**src/rtl/axi_pkg.sv**
```systemverilog
// Shared AXI4 widths, encodings and the arbiter's FSM state types.
package axi_pkg;

    localparam int ADDR_W  = 32;
    localparam int DATA_W  = 64;
    localparam int STRB_W  = 8;
    localparam int ID_W    = 4;
    localparam int LEN_W   = 8;
    localparam int SIZE_W  = 3;
    localparam int BURST_W = 2;
    localparam int RESP_W  = 2;

    typedef enum logic [1:0] {
        BURST_FIXED = 2'b00,
        BURST_INCR  = 2'b01,
        BURST_WRAP  = 2'b10
    } burst_e;

    typedef enum logic [1:0] {
        RESP_OKAY   = 2'b00,
        RESP_EXOKAY = 2'b01,
        RESP_SLVERR = 2'b10,
        RESP_DECERR = 2'b11
    } resp_e;

    typedef enum logic [1:0] {
        R_IDLE,
        R_ADDR,
        R_DATA
    } rd_state_e;

    typedef enum logic [1:0] {
        W_IDLE,
        W_XFER,
        W_RESP
    } wr_state_e;

endpackage

```
**src/rtl/axi_if.sv**
```systemverilog
// AXI4 bundle. Handshake rule on every channel: a transfer happens in the
// cycle where valid and ready are both 1; the sender holds valid and payload
// stable until then, and ready may depend combinationally on valid.
interface axi_if;
    import axi_pkg::*;

    logic [ID_W-1:0]    awid;
    logic [ADDR_W-1:0]  awaddr;
    logic [LEN_W-1:0]   awlen;
    logic [SIZE_W-1:0]  awsize;
    logic [BURST_W-1:0] awburst;
    logic               awvalid;
    logic               awready;

    logic [DATA_W-1:0]  wdata;
    logic [STRB_W-1:0]  wstrb;
    logic               wlast;
    logic               wvalid;
    logic               wready;

    logic [ID_W-1:0]    bid;
    logic [RESP_W-1:0]  bresp;
    logic               bvalid;
    logic               bready;

    logic [ID_W-1:0]    arid;
    logic [ADDR_W-1:0]  araddr;
    logic [LEN_W-1:0]   arlen;
    logic [SIZE_W-1:0]  arsize;
    logic [BURST_W-1:0] arburst;
    logic               arvalid;
    logic               arready;

    logic [ID_W-1:0]    rid;
    logic [DATA_W-1:0]  rdata;
    logic [RESP_W-1:0]  rresp;
    logic               rlast;
    logic               rvalid;
    logic               rready;

    modport master (
        output awid, awaddr, awlen, awsize, awburst, awvalid, input awready,
        output wdata, wstrb, wlast, wvalid, input wready,
        input  bid, bresp, bvalid, output bready,
        output arid, araddr, arlen, arsize, arburst, arvalid, input arready,
        input  rid, rdata, rresp, rlast, rvalid, output rready
    );

    modport slave (
        input  awid, awaddr, awlen, awsize, awburst, awvalid, output awready,
        input  wdata, wstrb, wlast, wvalid, output wready,
        output bid, bresp, bvalid, input bready,
        input  arid, araddr, arlen, arsize, arburst, arvalid, output arready,
        output rid, rdata, rresp, rlast, rvalid, input rready
    );

endinterface

```
**src/rtl/rr_arb2.sv**
```systemverilog
// Two-input round-robin selector: on a tie the input that was not served
// last wins; a lone requester always wins.
module rr_arb2 (
    input  logic [1:0] req,
    input  logic       last,
    output logic       grant,
    output logic       valid
);

    // Pick the winner index from the current requests and last winner.
    always_comb begin
        valid = |req;
        grant = (req == 2'b11) ? ~last : req[1];
    end

endmodule

```
**src/rtl/axi_arbiter.sv**
```systemverilog
// Two-master to one-slave AXI4 arbiter. Read and write paths each own an
// FSM that locks one master for a whole burst and releases it after the
// final R beat / B response. Grants are registered (one cycle latency);
// forwarding once granted is purely combinational.
module axi_arbiter
    import axi_pkg::*;
(
    input logic   clk,
    input logic   rst,
    axi_if.slave  m0,
    axi_if.slave  m1,
    axi_if.master s
);

    // ---------------- read path ----------------
    rd_state_e rstate, rnext;
    logic      rg;
    logic      rlast_grant;
    logic      r_gnt, r_any;
    logic      sel_arvalid, sel_rready, r_done;

    rr_arb2 u_rd_arb (
        .req   ({m1.arvalid, m0.arvalid}),
        .last  (rlast_grant),
        .grant (r_gnt),
        .valid (r_any)
    );

    assign sel_arvalid = rg ? m1.arvalid : m0.arvalid;
    assign sel_rready  = rg ? m1.rready  : m0.rready;
    assign r_done      = (rstate == R_DATA) && s.rvalid && sel_rready && s.rlast;

    // Read state, grant and round-robin history registers.
    always_ff @(posedge clk) begin
        if (rst) begin
            rstate      <= R_IDLE;
            rg          <= 1'b0;
            rlast_grant <= 1'b1;
        end else begin
            rstate <= rnext;
            if (rstate == R_IDLE && r_any) rg <= r_gnt;
            if (r_done) rlast_grant <= rg;
        end
    end

    // Read next-state and AR/R routing for the granted master.
    always_comb begin
        rnext      = rstate;
        s.arid     = '0;
        s.araddr   = '0;
        s.arlen    = '0;
        s.arsize   = '0;
        s.arburst  = '0;
        s.arvalid  = 1'b0;
        s.rready   = 1'b0;
        m0.arready = 1'b0;
        m0.rid     = '0;
        m0.rdata   = '0;
        m0.rresp   = '0;
        m0.rlast   = 1'b0;
        m0.rvalid  = 1'b0;
        m1.arready = 1'b0;
        m1.rid     = '0;
        m1.rdata   = '0;
        m1.rresp   = '0;
        m1.rlast   = 1'b0;
        m1.rvalid  = 1'b0;
        case (rstate)
            R_IDLE: begin
                if (r_any) rnext = R_ADDR;
            end
            R_ADDR: begin
                s.arid    = rg ? m1.arid    : m0.arid;
                s.araddr  = rg ? m1.araddr  : m0.araddr;
                s.arlen   = rg ? m1.arlen   : m0.arlen;
                s.arsize  = rg ? m1.arsize  : m0.arsize;
                s.arburst = rg ? m1.arburst : m0.arburst;
                s.arvalid = sel_arvalid;
                if (rg) m1.arready = s.arready;
                else    m0.arready = s.arready;
                if (sel_arvalid && s.arready) rnext = R_DATA;
            end
            R_DATA: begin
                s.rready = sel_rready;
                if (rg) begin
                    m1.rid    = s.rid;
                    m1.rdata  = s.rdata;
                    m1.rresp  = s.rresp;
                    m1.rlast  = s.rlast;
                    m1.rvalid = s.rvalid;
                end else begin
                    m0.rid    = s.rid;
                    m0.rdata  = s.rdata;
                    m0.rresp  = s.rresp;
                    m0.rlast  = s.rlast;
                    m0.rvalid = s.rvalid;
                end
                if (r_done) rnext = R_IDLE;
            end
            default: rnext = R_IDLE;
        endcase
    end

    // ---------------- write path ----------------
    wr_state_e wstate, wnext;
    logic      wg;
    logic      wlast_grant;
    logic      aw_done, w_done;
    logic      w_gnt, w_any;
    logic      sel_awvalid, sel_wvalid, sel_wlast, sel_bready;
    logic      aw_fire, w_fire_last, b_fire;

    rr_arb2 u_wr_arb (
        .req   ({m1.awvalid | m1.wvalid, m0.awvalid | m0.wvalid}),
        .last  (wlast_grant),
        .grant (w_gnt),
        .valid (w_any)
    );

    assign sel_awvalid = wg ? m1.awvalid : m0.awvalid;
    assign sel_wvalid  = wg ? m1.wvalid  : m0.wvalid;
    assign sel_wlast   = wg ? m1.wlast   : m0.wlast;
    assign sel_bready  = wg ? m1.bready  : m0.bready;
    // AW and the final W beat may complete in any order, or together.
    assign aw_fire     = (wstate == W_XFER) && sel_awvalid && !aw_done && s.awready;
    assign w_fire_last = (wstate == W_XFER) && sel_wvalid && !w_done && s.wready && sel_wlast;
    assign b_fire      = (wstate == W_RESP) && s.bvalid && sel_bready;

    // Write state, grant, done flags and round-robin history registers.
    always_ff @(posedge clk) begin
        if (rst) begin
            wstate      <= W_IDLE;
            wg          <= 1'b0;
            wlast_grant <= 1'b1;
            aw_done     <= 1'b0;
            w_done      <= 1'b0;
        end else begin
            wstate <= wnext;
            if (wstate == W_IDLE && w_any) begin
                wg      <= w_gnt;
                aw_done <= 1'b0;
                w_done  <= 1'b0;
            end
            if (aw_fire)     aw_done <= 1'b1;
            if (w_fire_last) w_done  <= 1'b1;
            if (b_fire)      wlast_grant <= wg;
        end
    end

    // Write next-state and AW/W/B routing for the granted master.
    always_comb begin
        wnext      = wstate;
        s.awid     = '0;
        s.awaddr   = '0;
        s.awlen    = '0;
        s.awsize   = '0;
        s.awburst  = '0;
        s.awvalid  = 1'b0;
        s.wdata    = '0;
        s.wstrb    = '0;
        s.wlast    = 1'b0;
        s.wvalid   = 1'b0;
        s.bready   = 1'b0;
        m0.awready = 1'b0;
        m0.wready  = 1'b0;
        m0.bid     = '0;
        m0.bresp   = '0;
        m0.bvalid  = 1'b0;
        m1.awready = 1'b0;
        m1.wready  = 1'b0;
        m1.bid     = '0;
        m1.bresp   = '0;
        m1.bvalid  = 1'b0;
        case (wstate)
            W_IDLE: begin
                if (w_any) wnext = W_XFER;
            end
            W_XFER: begin
                s.awid    = wg ? m1.awid    : m0.awid;
                s.awaddr  = wg ? m1.awaddr  : m0.awaddr;
                s.awlen   = wg ? m1.awlen   : m0.awlen;
                s.awsize  = wg ? m1.awsize  : m0.awsize;
                s.awburst = wg ? m1.awburst : m0.awburst;
                s.awvalid = sel_awvalid & ~aw_done;
                s.wdata   = wg ? m1.wdata : m0.wdata;
                s.wstrb   = wg ? m1.wstrb : m0.wstrb;
                s.wlast   = sel_wlast;
                s.wvalid  = sel_wvalid & ~w_done;
                if (wg) begin
                    m1.awready = s.awready & ~aw_done;
                    m1.wready  = s.wready & ~w_done;
                end else begin
                    m0.awready = s.awready & ~aw_done;
                    m0.wready  = s.wready & ~w_done;
                end
                if ((aw_done || aw_fire) && (w_done || w_fire_last)) wnext = W_RESP;
            end
            W_RESP: begin
                s.bready = sel_bready;
                if (wg) begin
                    m1.bid    = s.bid;
                    m1.bresp  = s.bresp;
                    m1.bvalid = s.bvalid;
                end else begin
                    m0.bid    = s.bid;
                    m0.bresp  = s.bresp;
                    m0.bvalid = s.bvalid;
                end
                if (b_fire) wnext = W_IDLE;
            end
            default: wnext = W_IDLE;
        endcase
    end

endmodule

```
**src/flat_wrapper.sv**
```systemverilog
// flat-port wrapper written by rule: the top's interface ports become plain ports
module axi_arbiter_flat import axi_pkg::*;
  (clk, rst, m0_awid, m0_awaddr, m0_awlen, m0_awsize, m0_awburst, m0_awvalid, m0_awready, m0_wdata, m0_wstrb, m0_wlast, m0_wvalid, m0_wready, m0_bid, m0_bresp, m0_bvalid, m0_bready, m0_arid, m0_araddr, m0_arlen, m0_arsize, m0_arburst, m0_arvalid, m0_arready, m0_rid, m0_rdata, m0_rresp, m0_rlast, m0_rvalid, m0_rready, m1_awid, m1_awaddr, m1_awlen, m1_awsize, m1_awburst, m1_awvalid, m1_awready, m1_wdata, m1_wstrb, m1_wlast, m1_wvalid, m1_wready, m1_bid, m1_bresp, m1_bvalid, m1_bready, m1_arid, m1_araddr, m1_arlen, m1_arsize, m1_arburst, m1_arvalid, m1_arready, m1_rid, m1_rdata, m1_rresp, m1_rlast, m1_rvalid, m1_rready, s_awid, s_awaddr, s_awlen, s_awsize, s_awburst, s_awvalid, s_awready, s_wdata, s_wstrb, s_wlast, s_wvalid, s_wready, s_bid, s_bresp, s_bvalid, s_bready, s_arid, s_araddr, s_arlen, s_arsize, s_arburst, s_arvalid, s_arready, s_rid, s_rdata, s_rresp, s_rlast, s_rvalid, s_rready);
  axi_if m0_i ();
  axi_if m1_i ();
  axi_if s_i ();
  input logic clk;
  input logic rst;
  input wire logic [$bits(m0_i.awid)-1:0] m0_awid;
  input wire logic [$bits(m0_i.awaddr)-1:0] m0_awaddr;
  input wire logic [$bits(m0_i.awlen)-1:0] m0_awlen;
  input wire logic [$bits(m0_i.awsize)-1:0] m0_awsize;
  input wire logic [$bits(m0_i.awburst)-1:0] m0_awburst;
  input wire logic [$bits(m0_i.awvalid)-1:0] m0_awvalid;
  output wire logic [$bits(m0_i.awready)-1:0] m0_awready;
  input wire logic [$bits(m0_i.wdata)-1:0] m0_wdata;
  input wire logic [$bits(m0_i.wstrb)-1:0] m0_wstrb;
  input wire logic [$bits(m0_i.wlast)-1:0] m0_wlast;
  input wire logic [$bits(m0_i.wvalid)-1:0] m0_wvalid;
  output wire logic [$bits(m0_i.wready)-1:0] m0_wready;
  output wire logic [$bits(m0_i.bid)-1:0] m0_bid;
  output wire logic [$bits(m0_i.bresp)-1:0] m0_bresp;
  output wire logic [$bits(m0_i.bvalid)-1:0] m0_bvalid;
  input wire logic [$bits(m0_i.bready)-1:0] m0_bready;
  input wire logic [$bits(m0_i.arid)-1:0] m0_arid;
  input wire logic [$bits(m0_i.araddr)-1:0] m0_araddr;
  input wire logic [$bits(m0_i.arlen)-1:0] m0_arlen;
  input wire logic [$bits(m0_i.arsize)-1:0] m0_arsize;
  input wire logic [$bits(m0_i.arburst)-1:0] m0_arburst;
  input wire logic [$bits(m0_i.arvalid)-1:0] m0_arvalid;
  output wire logic [$bits(m0_i.arready)-1:0] m0_arready;
  output wire logic [$bits(m0_i.rid)-1:0] m0_rid;
  output wire logic [$bits(m0_i.rdata)-1:0] m0_rdata;
  output wire logic [$bits(m0_i.rresp)-1:0] m0_rresp;
  output wire logic [$bits(m0_i.rlast)-1:0] m0_rlast;
  output wire logic [$bits(m0_i.rvalid)-1:0] m0_rvalid;
  input wire logic [$bits(m0_i.rready)-1:0] m0_rready;
  input wire logic [$bits(m1_i.awid)-1:0] m1_awid;
  input wire logic [$bits(m1_i.awaddr)-1:0] m1_awaddr;
  input wire logic [$bits(m1_i.awlen)-1:0] m1_awlen;
  input wire logic [$bits(m1_i.awsize)-1:0] m1_awsize;
  input wire logic [$bits(m1_i.awburst)-1:0] m1_awburst;
  input wire logic [$bits(m1_i.awvalid)-1:0] m1_awvalid;
  output wire logic [$bits(m1_i.awready)-1:0] m1_awready;
  input wire logic [$bits(m1_i.wdata)-1:0] m1_wdata;
  input wire logic [$bits(m1_i.wstrb)-1:0] m1_wstrb;
  input wire logic [$bits(m1_i.wlast)-1:0] m1_wlast;
  input wire logic [$bits(m1_i.wvalid)-1:0] m1_wvalid;
  output wire logic [$bits(m1_i.wready)-1:0] m1_wready;
  output wire logic [$bits(m1_i.bid)-1:0] m1_bid;
  output wire logic [$bits(m1_i.bresp)-1:0] m1_bresp;
  output wire logic [$bits(m1_i.bvalid)-1:0] m1_bvalid;
  input wire logic [$bits(m1_i.bready)-1:0] m1_bready;
  input wire logic [$bits(m1_i.arid)-1:0] m1_arid;
  input wire logic [$bits(m1_i.araddr)-1:0] m1_araddr;
  input wire logic [$bits(m1_i.arlen)-1:0] m1_arlen;
  input wire logic [$bits(m1_i.arsize)-1:0] m1_arsize;
  input wire logic [$bits(m1_i.arburst)-1:0] m1_arburst;
  input wire logic [$bits(m1_i.arvalid)-1:0] m1_arvalid;
  output wire logic [$bits(m1_i.arready)-1:0] m1_arready;
  output wire logic [$bits(m1_i.rid)-1:0] m1_rid;
  output wire logic [$bits(m1_i.rdata)-1:0] m1_rdata;
  output wire logic [$bits(m1_i.rresp)-1:0] m1_rresp;
  output wire logic [$bits(m1_i.rlast)-1:0] m1_rlast;
  output wire logic [$bits(m1_i.rvalid)-1:0] m1_rvalid;
  input wire logic [$bits(m1_i.rready)-1:0] m1_rready;
  output wire logic [$bits(s_i.awid)-1:0] s_awid;
  output wire logic [$bits(s_i.awaddr)-1:0] s_awaddr;
  output wire logic [$bits(s_i.awlen)-1:0] s_awlen;
  output wire logic [$bits(s_i.awsize)-1:0] s_awsize;
  output wire logic [$bits(s_i.awburst)-1:0] s_awburst;
  output wire logic [$bits(s_i.awvalid)-1:0] s_awvalid;
  input wire logic [$bits(s_i.awready)-1:0] s_awready;
  output wire logic [$bits(s_i.wdata)-1:0] s_wdata;
  output wire logic [$bits(s_i.wstrb)-1:0] s_wstrb;
  output wire logic [$bits(s_i.wlast)-1:0] s_wlast;
  output wire logic [$bits(s_i.wvalid)-1:0] s_wvalid;
  input wire logic [$bits(s_i.wready)-1:0] s_wready;
  input wire logic [$bits(s_i.bid)-1:0] s_bid;
  input wire logic [$bits(s_i.bresp)-1:0] s_bresp;
  input wire logic [$bits(s_i.bvalid)-1:0] s_bvalid;
  output wire logic [$bits(s_i.bready)-1:0] s_bready;
  output wire logic [$bits(s_i.arid)-1:0] s_arid;
  output wire logic [$bits(s_i.araddr)-1:0] s_araddr;
  output wire logic [$bits(s_i.arlen)-1:0] s_arlen;
  output wire logic [$bits(s_i.arsize)-1:0] s_arsize;
  output wire logic [$bits(s_i.arburst)-1:0] s_arburst;
  output wire logic [$bits(s_i.arvalid)-1:0] s_arvalid;
  input wire logic [$bits(s_i.arready)-1:0] s_arready;
  input wire logic [$bits(s_i.rid)-1:0] s_rid;
  input wire logic [$bits(s_i.rdata)-1:0] s_rdata;
  input wire logic [$bits(s_i.rresp)-1:0] s_rresp;
  input wire logic [$bits(s_i.rlast)-1:0] s_rlast;
  input wire logic [$bits(s_i.rvalid)-1:0] s_rvalid;
  output wire logic [$bits(s_i.rready)-1:0] s_rready;
  assign m0_i.awid = m0_awid;
  assign m0_i.awaddr = m0_awaddr;
  assign m0_i.awlen = m0_awlen;
  assign m0_i.awsize = m0_awsize;
  assign m0_i.awburst = m0_awburst;
  assign m0_i.awvalid = m0_awvalid;
  assign m0_awready = m0_i.awready;
  assign m0_i.wdata = m0_wdata;
  assign m0_i.wstrb = m0_wstrb;
  assign m0_i.wlast = m0_wlast;
  assign m0_i.wvalid = m0_wvalid;
  assign m0_wready = m0_i.wready;
  assign m0_bid = m0_i.bid;
  assign m0_bresp = m0_i.bresp;
  assign m0_bvalid = m0_i.bvalid;
  assign m0_i.bready = m0_bready;
  assign m0_i.arid = m0_arid;
  assign m0_i.araddr = m0_araddr;
  assign m0_i.arlen = m0_arlen;
  assign m0_i.arsize = m0_arsize;
  assign m0_i.arburst = m0_arburst;
  assign m0_i.arvalid = m0_arvalid;
  assign m0_arready = m0_i.arready;
  assign m0_rid = m0_i.rid;
  assign m0_rdata = m0_i.rdata;
  assign m0_rresp = m0_i.rresp;
  assign m0_rlast = m0_i.rlast;
  assign m0_rvalid = m0_i.rvalid;
  assign m0_i.rready = m0_rready;
  assign m1_i.awid = m1_awid;
  assign m1_i.awaddr = m1_awaddr;
  assign m1_i.awlen = m1_awlen;
  assign m1_i.awsize = m1_awsize;
  assign m1_i.awburst = m1_awburst;
  assign m1_i.awvalid = m1_awvalid;
  assign m1_awready = m1_i.awready;
  assign m1_i.wdata = m1_wdata;
  assign m1_i.wstrb = m1_wstrb;
  assign m1_i.wlast = m1_wlast;
  assign m1_i.wvalid = m1_wvalid;
  assign m1_wready = m1_i.wready;
  assign m1_bid = m1_i.bid;
  assign m1_bresp = m1_i.bresp;
  assign m1_bvalid = m1_i.bvalid;
  assign m1_i.bready = m1_bready;
  assign m1_i.arid = m1_arid;
  assign m1_i.araddr = m1_araddr;
  assign m1_i.arlen = m1_arlen;
  assign m1_i.arsize = m1_arsize;
  assign m1_i.arburst = m1_arburst;
  assign m1_i.arvalid = m1_arvalid;
  assign m1_arready = m1_i.arready;
  assign m1_rid = m1_i.rid;
  assign m1_rdata = m1_i.rdata;
  assign m1_rresp = m1_i.rresp;
  assign m1_rlast = m1_i.rlast;
  assign m1_rvalid = m1_i.rvalid;
  assign m1_i.rready = m1_rready;
  assign s_awid = s_i.awid;
  assign s_awaddr = s_i.awaddr;
  assign s_awlen = s_i.awlen;
  assign s_awsize = s_i.awsize;
  assign s_awburst = s_i.awburst;
  assign s_awvalid = s_i.awvalid;
  assign s_i.awready = s_awready;
  assign s_wdata = s_i.wdata;
  assign s_wstrb = s_i.wstrb;
  assign s_wlast = s_i.wlast;
  assign s_wvalid = s_i.wvalid;
  assign s_i.wready = s_wready;
  assign s_i.bid = s_bid;
  assign s_i.bresp = s_bresp;
  assign s_i.bvalid = s_bvalid;
  assign s_bready = s_i.bready;
  assign s_arid = s_i.arid;
  assign s_araddr = s_i.araddr;
  assign s_arlen = s_i.arlen;
  assign s_arsize = s_i.arsize;
  assign s_arburst = s_i.arburst;
  assign s_arvalid = s_i.arvalid;
  assign s_i.arready = s_arready;
  assign s_i.rid = s_rid;
  assign s_i.rdata = s_rdata;
  assign s_i.rresp = s_rresp;
  assign s_i.rlast = s_rlast;
  assign s_i.rvalid = s_rvalid;
  assign s_rready = s_i.rready;
  axi_arbiter u_core (.clk(clk), .rst(rst), .m0(m0_i), .m1(m1_i), .s(s_i));
endmodule
```
**config.mk**
```make
export PLATFORM = sky130hd
export DESIGN_NAME = axi_arbiter_flat
export DESIGN_NICKNAME = d
export VERILOG_FILES = /design/src/rtl/axi_pkg.sv /design/src/rtl/axi_if.sv /design/src/rtl/rr_arb2.sv /design/src/rtl/axi_arbiter.sv /design/src/flat_wrapper.sv
export SDC_FILE = /design/constraint.sdc
export NUM_CORES = 1
export LEC_CHECK = 0
export CORE_AREA = 2 2 302 304
export CTS_BUF_LIST = sky130_fd_sc_hd__clkbuf_4
export DETAILED_ROUTE_END_ITERATION = 10
export DIE_AREA = 0 0 304 306
export MAX_ROUTING_LAYER = met4
export PLACE_DENSITY_LB_ADDON = 0.08
export SETUP_SLACK_MARGIN = 0.02
export SYNTH_ARGS = -nofsm -noshare
export SYNTH_HDL_FRONTEND = slang
export SYNTH_SLANG_ARGS = --single-unit
export TNS_END_PERCENT = 50
```
**constraint.sdc**
```tcl
create_clock -name clk -period 3.25 [get_ports clk]
set_input_delay 0.4875 -clock clk [delete_from_list [all_inputs] [get_ports clk]]
set_output_delay 0.4875 -clock clk [all_outputs]
set_load 0.02 [all_outputs]
```
-- Word level (Yosys, flattened, before mapping)
Cells that the tools add are included.
- register bits: 10
- input bits: 436
- output and inout bits: 340
- logic and storage cells: 151
- equal/unequal tests: 12
- muxes and demuxes: 93
- bitwise gates (word level): 10
- reductions and logical operators: 28
- operators by type and width (kind ; count):
    2-to-1 mux 64 bit ; 6
    2-to-1 mux 32 bit ; 4
    2-to-1 mux 4 bit ; 12
    2-to-1 mux 8 bit ; 6
    2-to-1 mux 1 bit ; 41
    2-to-1 mux 2 bit ; 18
    logical AND 1 bit ; 16
    2-to-1 mux 3 bit ; 4
    one-hot mux 2 bit (3 select lines) ; 2
    inequality test 2 x 1 -> 1 bit, second input constant ; 5
    equality test 2 bit, second input constant ; 4
    AND reduction 3 bit ; 2
    AND 1 bit ; 4
    equality test 2 x 1 -> 1 bit, second input constant ; 2
    zero test 2 bit ; 2
    NOT 1 bit ; 4
    nonzero test 2 bit ; 2
    OR reduction 2 bit ; 2
    zero test 1 bit ; 2
    logical OR 1 bit ; 2
    inequality test 2 bit, second input constant ; 1
    bitwise OR 1 bit ; 2

-- Depth between registers and ports, before layout
Gate-level depths: netlist (run 1).
- depth after elaboration: 9
- gate-level depth with buffers: 6

-- By module
From an unflattened synthesis (run 1), not the netlist that was laid out.
- cell total of the unflattened synthesis: 649
- area total of the unflattened synthesis: 4351.7 um^2
- by module, submodules not included (module ; times used ; cells each ; area an instance (um^2) ; sequential area each (um^2)):
    axi_arbiter ; 1 ; 645 ; 4324.1 ; 200.2
    rr_arb2 ; 2 ; 2 ; 13.8 ; 0.0

-- Worst setup path after synthesis (run 1)
Ideal clock, no wire load.
- path type: reg2out
- start: reg u_core.wstate[1]
- end: out s_awvalid
- arrival: 1.261 ns
- required time: 2.762 ns
- setup slack: 1.502 ns
- stages on the path, launching flop included: 5
- path buffers: 2
- cells stage by stage: dfxtp_1 > nand2b_1 > buf_4 > buf_2 > nor3_1
- word-level cells in the longest chain between the ends: 2
- RTL lines (item ; RTL line ; source):
    start, declared ; axi_arbiter.sv:105 ; wr_state_e wstate, wnext;
    start signal, assigned ; axi_arbiter.sv:138 ; wstate <= wnext;
    equality test 2 x 1 -> 1 bit ; axi_arbiter.sv:174 ; case (wstate)
    2-to-1 mux 1 bit ; axi_arbiter.sv:174 ;
    end, declared ; flat_wrapper.sv:72 ; output wire logic [$bits(s_i.awvalid)-1:0] s_awvalid;
Every way passes these cells.

-- Final worst setup path (run 1)
- start: reg u_core.rg
- end: out s_araddr[4]
- word-level cells in the longest chain between the ends: 2
- RTL lines (item ; RTL line ; source):
    start, declared ; axi_arbiter.sv:17 ; logic rg;
    start signal, assigned ; axi_arbiter.sv:41 ; if (rstate == R_IDLE && r_any) rg <= r_gnt;
    2-to-1 mux 32 bit ; axi_arbiter.sv:74 ; s.araddr = rg ? m1.araddr : m0.araddr;
    2-to-1 mux 32 bit ; axi_arbiter.sv:68 ; case (rstate)
    end, declared ; flat_wrapper.sv:84 ; output wire logic [$bits(s_i.araddr)-1:0] s_araddr;
Every way passes these cells.

==> results of run 1 <==
[power by group through the flow]
stage	clock network [W]	logic, W	registers (W)
2_1_floorplan	0	0.000780	0.000141
3_3_place_gp	0	0.00192	0.000178
3_5_place_dp	0	0.00190	0.000178
4_1_cts	0.000127	0.00191	0.000175
5_1_grt	0.000128	0.00200	0.000177
6_report	0.000110	0.00186	0.000170
[flip-flops by register name, indices dropped and copies added (netlist names)]
register	count
u_core.rstate	2
u_core.wstate	2
u_core.aw_done	1
u_core.rg	1
u_core.rlast_grant	1
u_core.w_done	1
u_core.wg	1
u_core.wlast_grant	1
[metrics by stage]
step | utilization [%] | power [W] | hold WS, ns | cell area (sq um) | cells
2_1_floorplan | - | 0.000921 | 0.474 | 4390 | 646
5_1_grt | 15.1 | 0.00230 | 0.555 | 13500 | 2564
3_5_place_dp | 15.1 | 0.00208 | 0.515 | 13500 | 2552
4_1_cts | 15.1 | 0.00221 | 0.528 | 13500 | 2555
3_3_place_gp | 15.1 | 0.00210 | 0.506 | 13500 | 2552
6_report | 15.1 | 0.00214 | 0.534 | 13500 | 2564
[critical path, stage by stage (launching register included)]
cell and delay, ns:
sky130_fd_sc_hd__dfxtp_4 0.72, sky130_fd_sc_hd__buf_12 0.33, sky130_fd_sc_hd__mux2i_1 0.12, sky130_fd_sc_hd__nor2_1 0.09
sky130_fd_sc_hd__clkdlybuf4s50_1 0.67
[logic make-up after synthesis]
| logic type | after synthesis | share of synthesized area (%) |
|---|---|---|
| flops | 10 | 4.56 |
| compound gates | 19 | 3.05 |
| buf+inv | 66 | 9.26 |
| mux | 176 | 40.1 |
| simple gates | 375 | 43.0 |
[layout make-up]
class	count	share of cell area, %
diodes	9	0.166
multi-input cells	570	28.0
clock buffers	3	0.166
repair buffers	796	59.2
flip-flops and latches	10	1.53
well taps	1176	10.9
[metal layers]
metal / vias to the layer above / wire length (um) / global-route usage (%)
met2: 448 / 24000 / 17.8
li1: 3672 / - / -
met5: - / 0 / -
met4: 0 / 456 / 1.49
met3: 14 / 4340 / 3.98
met1: 3357 / 14400 / 7.95
[cells in the mapped netlist (2+ instances only)]
cell	n	area, sq um
sky130_fd_sc_hd__a21oi_1	5	25.0
sky130_fd_sc_hd__a31oi_1	2	12.5
sky130_fd_sc_hd__and2_1	79	494
sky130_fd_sc_hd__and3_1	82	513
sky130_fd_sc_hd__buf_2	17	85.1
sky130_fd_sc_hd__buf_4	20	150
sky130_fd_sc_hd__buf_6	2	22.5
sky130_fd_sc_hd__buf_8	4	60.1
sky130_fd_sc_hd__clkbuf_1	21	78.8
sky130_fd_sc_hd__clkbuf_2	2	10.0
sky130_fd_sc_hd__dfxtp_1	10	200
sky130_fd_sc_hd__mux2i_1	176	1760
sky130_fd_sc_hd__nand2_1	10	37.5
sky130_fd_sc_hd__nand2b_1	4	25.0
sky130_fd_sc_hd__nor2_1	183	687
sky130_fd_sc_hd__nor2b_1	6	37.5
sky130_fd_sc_hd__nor3_1	3	15.0
sky130_fd_sc_hd__o21ai_0	2	10.0
sky130_fd_sc_hd__o21bai_1	2	15.0
[placed cells by master, fill, tap and decap left out, drive strengths merged, types with 2 or more instances in the layout]
cell type      count
clkdlybuf4s50    775
nand2             10
nor3               3
nor2b              7
o21bai             2
a21oi              5
mux2i            176
and2              79
nand2b             5
buf               21
a31oi              2
nor2             185
clkbuf             3
and3              82
o21ai              3
diode              9
dfxtp             10
[how the worst min path moves through the flow]
stage / startpoint / cells after the start / to / slack, ns
detailed placement: u_core.w_done$_SDFFE_PP0P_ / 2 / u_core.w_done$_SDFFE_PP0P_ / 0.52
finish: u_core.w_done$_SDFFE_PP0P_ / 2 / u_core.w_done$_SDFFE_PP0P_ / 0.53
floorplan: u_core.w_done$_SDFFE_PP0P_ / 2 / u_core.w_done$_SDFFE_PP0P_ / 0.47
CTS: u_core.w_done$_SDFFE_PP0P_ / 2 / u_core.w_done$_SDFFE_PP0P_ / 0.53
global route: u_core.w_done$_SDFFE_PP0P_ / 2 / u_core.w_done$_SDFFE_PP0P_ / 0.55
global placement: u_core.w_done$_SDFFE_PP0P_ / 2 / u_core.w_done$_SDFFE_PP0P_ / 0.51
==> run_summary.xml, run 1 <==
<?xml version="1.0" encoding="UTF-8"?>
<metrics>
  <group name="run_status">
    <metric name="run_status" unit="">complete, no violations</metric>
  </group>
  <group name="yosys">
    <metric name="synth_ff_type" unit="">sky130_fd_sc_hd__dfxtp_1</metric>
    <metric name="yosys.cell_types.count" unit="">35</metric>
    <metric name="synth_area" unit="sq um">4390</metric>
    <metric name="netlist_instances" unit="">646</metric>
    <metric name="synth_enable_flop_cells" unit="">0</metric>
    <metric name="asyncSetResetFlopFracSynth" unit="%">0</metric>
    <metric name="synthesis.nets" unit="">1082</metric>
    <metric name="synth-seq-cells" unit="">10</metric>
    <metric name="yosysSeqAreaShare" unit="%">4.56</metric>
    <metric name="syn_area_per_cell" unit="sq um">6.80</metric>
    <metric name="yosys_warnings" unit="">0</metric>
  </group>
  <group name="setup_path">
    <metric name="critPathCaptureType" unit="">primary output</metric>
    <metric name="worstSetupStartpointType" unit="">flop</metric>
    <metric name="path_class" unit="">flop to primary output</metric>
    <metric name="critPathLaunch" unit="">u_core.rg$_SDFFE_PP0P_</metric>
    <metric name="timing.critical_path.fanout_max" unit="">49</metric>
    <metric name="worst_r2r_path_depth" unit="">5</metric>
    <metric name="critPathCapture" unit="">s_araddr[4]</metric>
    <metric name="start_of_the_worst_register_to_register_path" unit="">u_core.wg$_SDFFE_PP0P_</metric>
    <metric name="reg2reg_to" unit="">u_core.wstate[1]$_SDFFE_PP0P_</metric>
    <metric name="cp_data_arrival_time" unit="ns">2.33</metric>
    <metric name="regToRegSetupSlack" unit="ns">1.19</metric>
    <metric name="worst-endpoint-required" unit="ns">2.76</metric>
  </group>
  <group name="cts">
    <metric name="cts.repair.resized" unit="">0</metric>
    <metric name="clockBufferDepth" unit="">2</metric>
    <metric name="cts_hold_buffers_added" unit="">0</metric>
    <metric name="clock-root-buffer" unit="">sky130_fd_sc_hd__clkbuf_4</metric>
    <metric name="insertion_delay" unit="ns">0.31</metric>
    <metric name="numClockSinks" unit="">10</metric>
    <metric name="worst_setup_hold_path_clk_slew" unit="ns">0.09</metric>
    <metric name="cts_tree" unit="">built</metric>
    <metric name="cts_post_setup_buffers_inserted" unit="">0</metric>
    <metric name="tritoncts.num_buffers" unit="">3</metric>
    <metric name="cts_max_level" unit="">1</metric>
  </group>
  <group name="job">
    <metric name="drv_cap" unit="">0</metric>
  </group>
  <group name="hold_path">
    <metric name="hold_class" unit="">flop to flop</metric>
  </group>
  <group name="routing">
    <metric name="drt-wirelength-per-cell" unit="um">16.8</metric>
    <metric name="post_route_drc" unit="">0</metric>
    <metric name="first_pass_iters" unit="">4</metric>
    <metric name="via_per_inst" unit="">2.92</metric>
    <metric name="dr.first_iter.drc_count" unit="">182</metric>
    <metric name="route.vias.total" unit="">7491</metric>
    <metric name="postRouteAntennaNets" unit="">0</metric>
    <metric name="totalWireLength" unit="mm">43.2</metric>
  </group>
  <group name="power_and_ir_drop">
    <metric name="power.clock.fraction" unit="%">5.1</metric>
    <metric name="part_of_the_total_power_dissipated_in_sequential_elements" unit="%">7.9</metric>
    <metric name="share_comb_of_total_power" unit="%">86.9</metric>
    <metric name="irDropWorstVdd" unit="V">0.0000662</metric>
    <metric name="switching_power" unit="W">0.000927</metric>
    <metric name="power.density" unit="nW/um^2">158</metric>
    <metric name="power_report.internal_total" unit="W">0.00122</metric>
    <metric name="leakage" unit="nW">4.75</metric>
    <metric name="netSwitchingFraction" unit="%">43.2</metric>
  </group>
  <group name="global_route">
    <metric name="first_pass_grt_wire_length" unit="mm">59.2</metric>
    <metric name="largest_net_degree_at_the_start_of_global_routing" unit="">76</metric>
    <metric name="first_global_vias" unit="">8093</metric>
    <metric name="grt_overflow" unit="">0</metric>
    <metric name="number_of_antenna_violations_at_the_first_check_in_global_routing" unit="">13</metric>
    <metric name="grt_use_total" unit="%">9.05</metric>
  </group>
  <group name="sta">
    <metric name="layout_worst_path_cycle_share" unit="%">86.6</metric>
    <metric name="transition_time_at_the_pin_with_the_least_slew_margin" unit="ns">0.700</metric>
    <metric name="min_period" unit="ns">2.81</metric>
    <metric name="sum_of_negative_setup_slack" unit="ns">0</metric>
    <metric name="finClkSkew" unit="ns">0.00638</metric>
    <metric name="timing.max_slew.rel_slack" unit="%">53.2</metric>
    <metric name="post-route-worst-setup-slack" unit="ns">0.436</metric>
    <metric name="finalHoldViolations" unit="">0</metric>
    <metric name="max_freq" unit="MHz">355</metric>
    <metric name="rsz0062_at_grt" unit="">no</metric>
    <metric name="final-max-slew-violation-count" unit="">0</metric>
    <metric name="setup_viol" unit="">0</metric>
  </group>
  <group name="floorplan">
    <metric name="die_area" unit="sq um">93000</metric>
    <metric name="fp.coreArea" unit="sq um">89600</metric>
    <metric name="die_h" unit="um">306</metric>
    <metric name="die_w" unit="um">304</metric>
    <metric name="io-pin-count" unit="">776</metric>
    <metric name="placement_row_count" unit="">110</metric>
    <metric name="initial_util" unit="%">4.90</metric>
  </group>
  <group name="placed_design">
    <metric name="routabilityCongestion" unit="">0.755</metric>
    <metric name="io_buffers" unit="">775</metric>
    <metric name="place_ws" unit="ns">0.392</metric>
    <metric name="post-dp-hpwl" unit="mm">37.0</metric>
  </group>
  <group name="final_layout">
    <metric name="fillerInstances" unit="">10200</metric>
    <metric name="final_layout_size_suffix_gt1_share" unit="%">2.47</metric>
    <metric name="area.growth.synth_to_final" unit="%">208</metric>
    <metric name="register_area" unit="sq um">208</metric>
    <metric name="final_net_count" unit="">1817</metric>
    <metric name="multi_input_area" unit="sq um">3790</metric>
  </group>
</metrics>
No activity file was read; power rests on OpenSTA's default activity.
==> inputs of run 2 (changes only) <==
Settings changed: PLACE_DENSITY from default to 0.38, PLACE_DENSITY_LB_ADDON 0.08 to default.
==> run_summary.xml, run 2 (same netlist as run 1, synthesis figures left out) <==
<?xml version="1.0" encoding="UTF-8"?>
<metrics>
  <group name="final_layout">
    <metric name="final_layout_size_suffix_gt1_share" unit="%">3.34</metric>
    <metric name="final_cell_area" unit="sq um">13500</metric>
    <metric name="register_area" unit="sq um">208</metric>
    <metric name="multi_input_area" unit="sq um">3790</metric>
    <metric name="area.growth.synth_to_final" unit="%">207</metric>
    <metric name="final_net_count" unit="">1815</metric>
    <metric name="top_regs" unit="">u_core.rstate (2), u_core.wstate (2)</metric>
    <metric name="most-common-layout-cells" unit="">sky130_fd_sc_hd__clkdlybuf4s50_1 (761), sky130_fd_sc_hd__nor2_1 (183), sky130_fd_sc_hd__mux2i_1 (176)</metric>
    <metric name="final_common_cell" unit="">sky130_fd_sc_hd__clkdlybuf4s50_1</metric>
    <metric name="fillerInstances" unit="">10200</metric>
  </group>
  <group name="cts">
    <metric name="numClockSinks" unit="">10</metric>
    <metric name="worst_setup_hold_path_clk_slew" unit="ns">0.12</metric>
    <metric name="cts_tree" unit="">built</metric>
    <metric name="cts_hold_buffers_added" unit="">0</metric>
    <metric name="cts_post_setup_buffers_inserted" unit="">0</metric>
    <metric name="clockBufferDepth" unit="">2</metric>
    <metric name="cts_max_level" unit="">1</metric>
    <metric name="insertion_delay" unit="ns">0.34</metric>
    <metric name="tritoncts.num_buffers" unit="">3</metric>
    <metric name="cts.repair.resized" unit="">0</metric>
    <metric name="clock-root-buffer" unit="">sky130_fd_sc_hd__clkbuf_4</metric>
  </group>
  <group name="power_and_ir_drop">
    <metric name="irDropWorstVdd" unit="V">0.0000888</metric>
    <metric name="netSwitchingFraction" unit="%">47.5</metric>
    <metric name="switching_power" unit="W">0.00110</metric>
    <metric name="share_comb_of_total_power" unit="%">87.4</metric>
    <metric name="leakage" unit="nW">4.77</metric>
    <metric name="power_report.internal_total" unit="W">0.00122</metric>
    <metric name="power.clock.fraction" unit="%">5.7</metric>
    <metric name="part_of_the_total_power_dissipated_in_sequential_elements" unit="%">6.9</metric>
    <metric name="power.density" unit="nW/um^2">172</metric>
  </group>
  <group name="sta">
    <metric name="timing.max_slew.rel_slack" unit="%">43.0</metric>
    <metric name="final-max-slew-violation-count" unit="">0</metric>
    <metric name="max_freq" unit="MHz">334</metric>
    <metric name="transition_time_at_the_pin_with_the_least_slew_margin" unit="ns">0.853</metric>
    <metric name="sum_of_negative_setup_slack" unit="ns">0</metric>
    <metric name="finClkSkew" unit="ns">0.000791</metric>
    <metric name="finalHoldViolations" unit="">0</metric>
    <metric name="min_period" unit="ns">3.00</metric>
    <metric name="layout_worst_path_cycle_share" unit="%">92.2</metric>
    <metric name="setup_viol" unit="">0</metric>
    <metric name="rsz0062_at_grt" unit="">no</metric>
  </group>
  <group name="floorplan">
    <metric name="die_w" unit="um">304</metric>
    <metric name="die_area" unit="sq um">93000</metric>
    <metric name="io-pin-count" unit="">776</metric>
    <metric name="placement_row_count" unit="">110</metric>
    <metric name="die_h" unit="um">306</metric>
    <metric name="initial_util" unit="%">4.90</metric>
    <metric name="fp.coreArea" unit="sq um">89600</metric>
  </group>
  <group name="hold_path">
    <metric name="hold_class" unit="">flop to flop</metric>
  </group>
  <group name="placed_design">
    <metric name="routabilityCongestion" unit="">0.869</metric>
    <metric name="dpl_cell_area" unit="sq um">13400</metric>
    <metric name="post-dp-hpwl" unit="mm">48.7</metric>
    <metric name="io_buffers" unit="">775</metric>
  </group>
  <group name="global_route">
    <metric name="first_pass_grt_wire_length" unit="mm">71.0</metric>
    <metric name="first_global_vias" unit="">8204</metric>
    <metric name="largest_net_degree_at_the_start_of_global_routing" unit="">76</metric>
    <metric name="grt_overflow" unit="">0</metric>
    <metric name="grt_use_total" unit="%">11.2</metric>
    <metric name="number_of_antenna_violations_at_the_first_check_in_global_routing" unit="">8</metric>
  </group>
  <group name="routing">
    <metric name="drt-wirelength-per-cell" unit="um">21.0</metric>
    <metric name="post_route_drc" unit="">0</metric>
    <metric name="route.vias.total" unit="">7803</metric>
    <metric name="totalWireLength" unit="mm">53.6</metric>
    <metric name="first_pass_iters" unit="">5</metric>
    <metric name="via_per_inst" unit="">3.05</metric>
    <metric name="postRouteAntennaNets" unit="">0</metric>
    <metric name="dr.first_iter.drc_count" unit="">434</metric>
  </group>
  <group name="setup_path">
    <metric name="path_class" unit="">flop to primary output</metric>
    <metric name="timing.critical_path.fanout_max" unit="">28</metric>
    <metric name="worstSetupStartpointType" unit="">flop</metric>
    <metric name="worst-endpoint-required" unit="ns">2.76</metric>
    <metric name="critPathCaptureType" unit="">primary output</metric>
    <metric name="cp_data_arrival_time" unit="ns">2.51</metric>
    <metric name="regToRegSetupSlack" unit="ns">1.48</metric>
  </group>
  <group name="run_status">
    <metric name="run_status" unit="">complete, no violations</metric>
  </group>
  <group name="job">
    <metric name="drv_cap" unit="">0</metric>
  </group>
</metrics>
==> run 2: cell types whose count changed in the layout (fill, tap and decap cells not counted) <==
cell	before	now
sky130_fd_sc_hd__diode_2	9	3
sky130_fd_sc_hd__clkinv_1	0	1
sky130_fd_sc_hd__clkdlybuf4s50_1	775	761
sky130_fd_sc_hd__buf_4	13	25
==> run 2: area by class of cell <==
type	instances	share of cell area [%]
multi-input combinational	570	28.2
timing repair buffer	794	59.1
sequential	10	1.54
clock buffer	3	0.167
tap	1176	10.9
clock inverter	1	0.0279
antenna	3	0.0557
==> run 2: metal layers <==
| layer | GRT usage [%] | vias to the layer above | part of all wire (%) |
|---|---|---|---|
| met3 | 3.29 | 12 | 8.0 |
| met1 | 14.3 | 3673 | 45 |
| met2 | 18.4 | 462 | 47 |
| met5 | - | - | 0 |
| li1 | - | 3656 | - |
| met4 | 0.347 | 0 | 0.18 |
==> run 2: through the flow <==
stage	utilization (%)	hold WS [ns]	instances	worst slack [ns]	power [W]
after detailed placement	15.0	0.545	2550	0.358	0.00223
after global routing	15.0	0.593	2556	0.0845	0.00247
after floorplan	-	0.474	646	1.50	0.000921
final	15.0	0.568	2557	0.254	0.00232
after CTS	15.0	0.577	2554	0.190	0.00238
after global placement	15.0	0.542	2550	0.404	0.00222
==> run 2: critical path, cell delays in order (launching register included) <==
cell                              delay (ns)
sky130_fd_sc_hd__dfxtp_4                0.56
sky130_fd_sc_hd__buf_12                 0.27
sky130_fd_sc_hd__mux2i_1                0.62
sky130_fd_sc_hd__nor2_1                 0.10
sky130_fd_sc_hd__clkdlybuf4s50_1        0.57
==> run 2: power by group through the flow <==
stage	clock [W]	combinational, W	sequential [W]
finish	0.000132	0.00203	0.000159
global route	0.000156	0.00215	0.000162
CTS	0.000152	0.00207	0.000160
detailed placement	0	0.00206	0.000163
global placement	0	0.00206	0.000164
floorplan	0	0.000780	0.000141
==> run 2: final timing paths <==
check                                                endpoint  cells after the start                         from
worst max-delay path                               s_wdata[5]                      4       u_core.wg$_SDFFE_PP0P_
worst min-delay path              u_core.aw_done$_SDFFE_PP0P_                      2  u_core.aw_done$_SDFFE_PP0P_
worst min register to register    u_core.aw_done$_SDFFE_PP0P_                      2  u_core.aw_done$_SDFFE_PP0P_
worst max register to register  u_core.wstate[1]$_SDFFE_PP0P_                      5       u_core.wg$_SDFFE_PP0P_
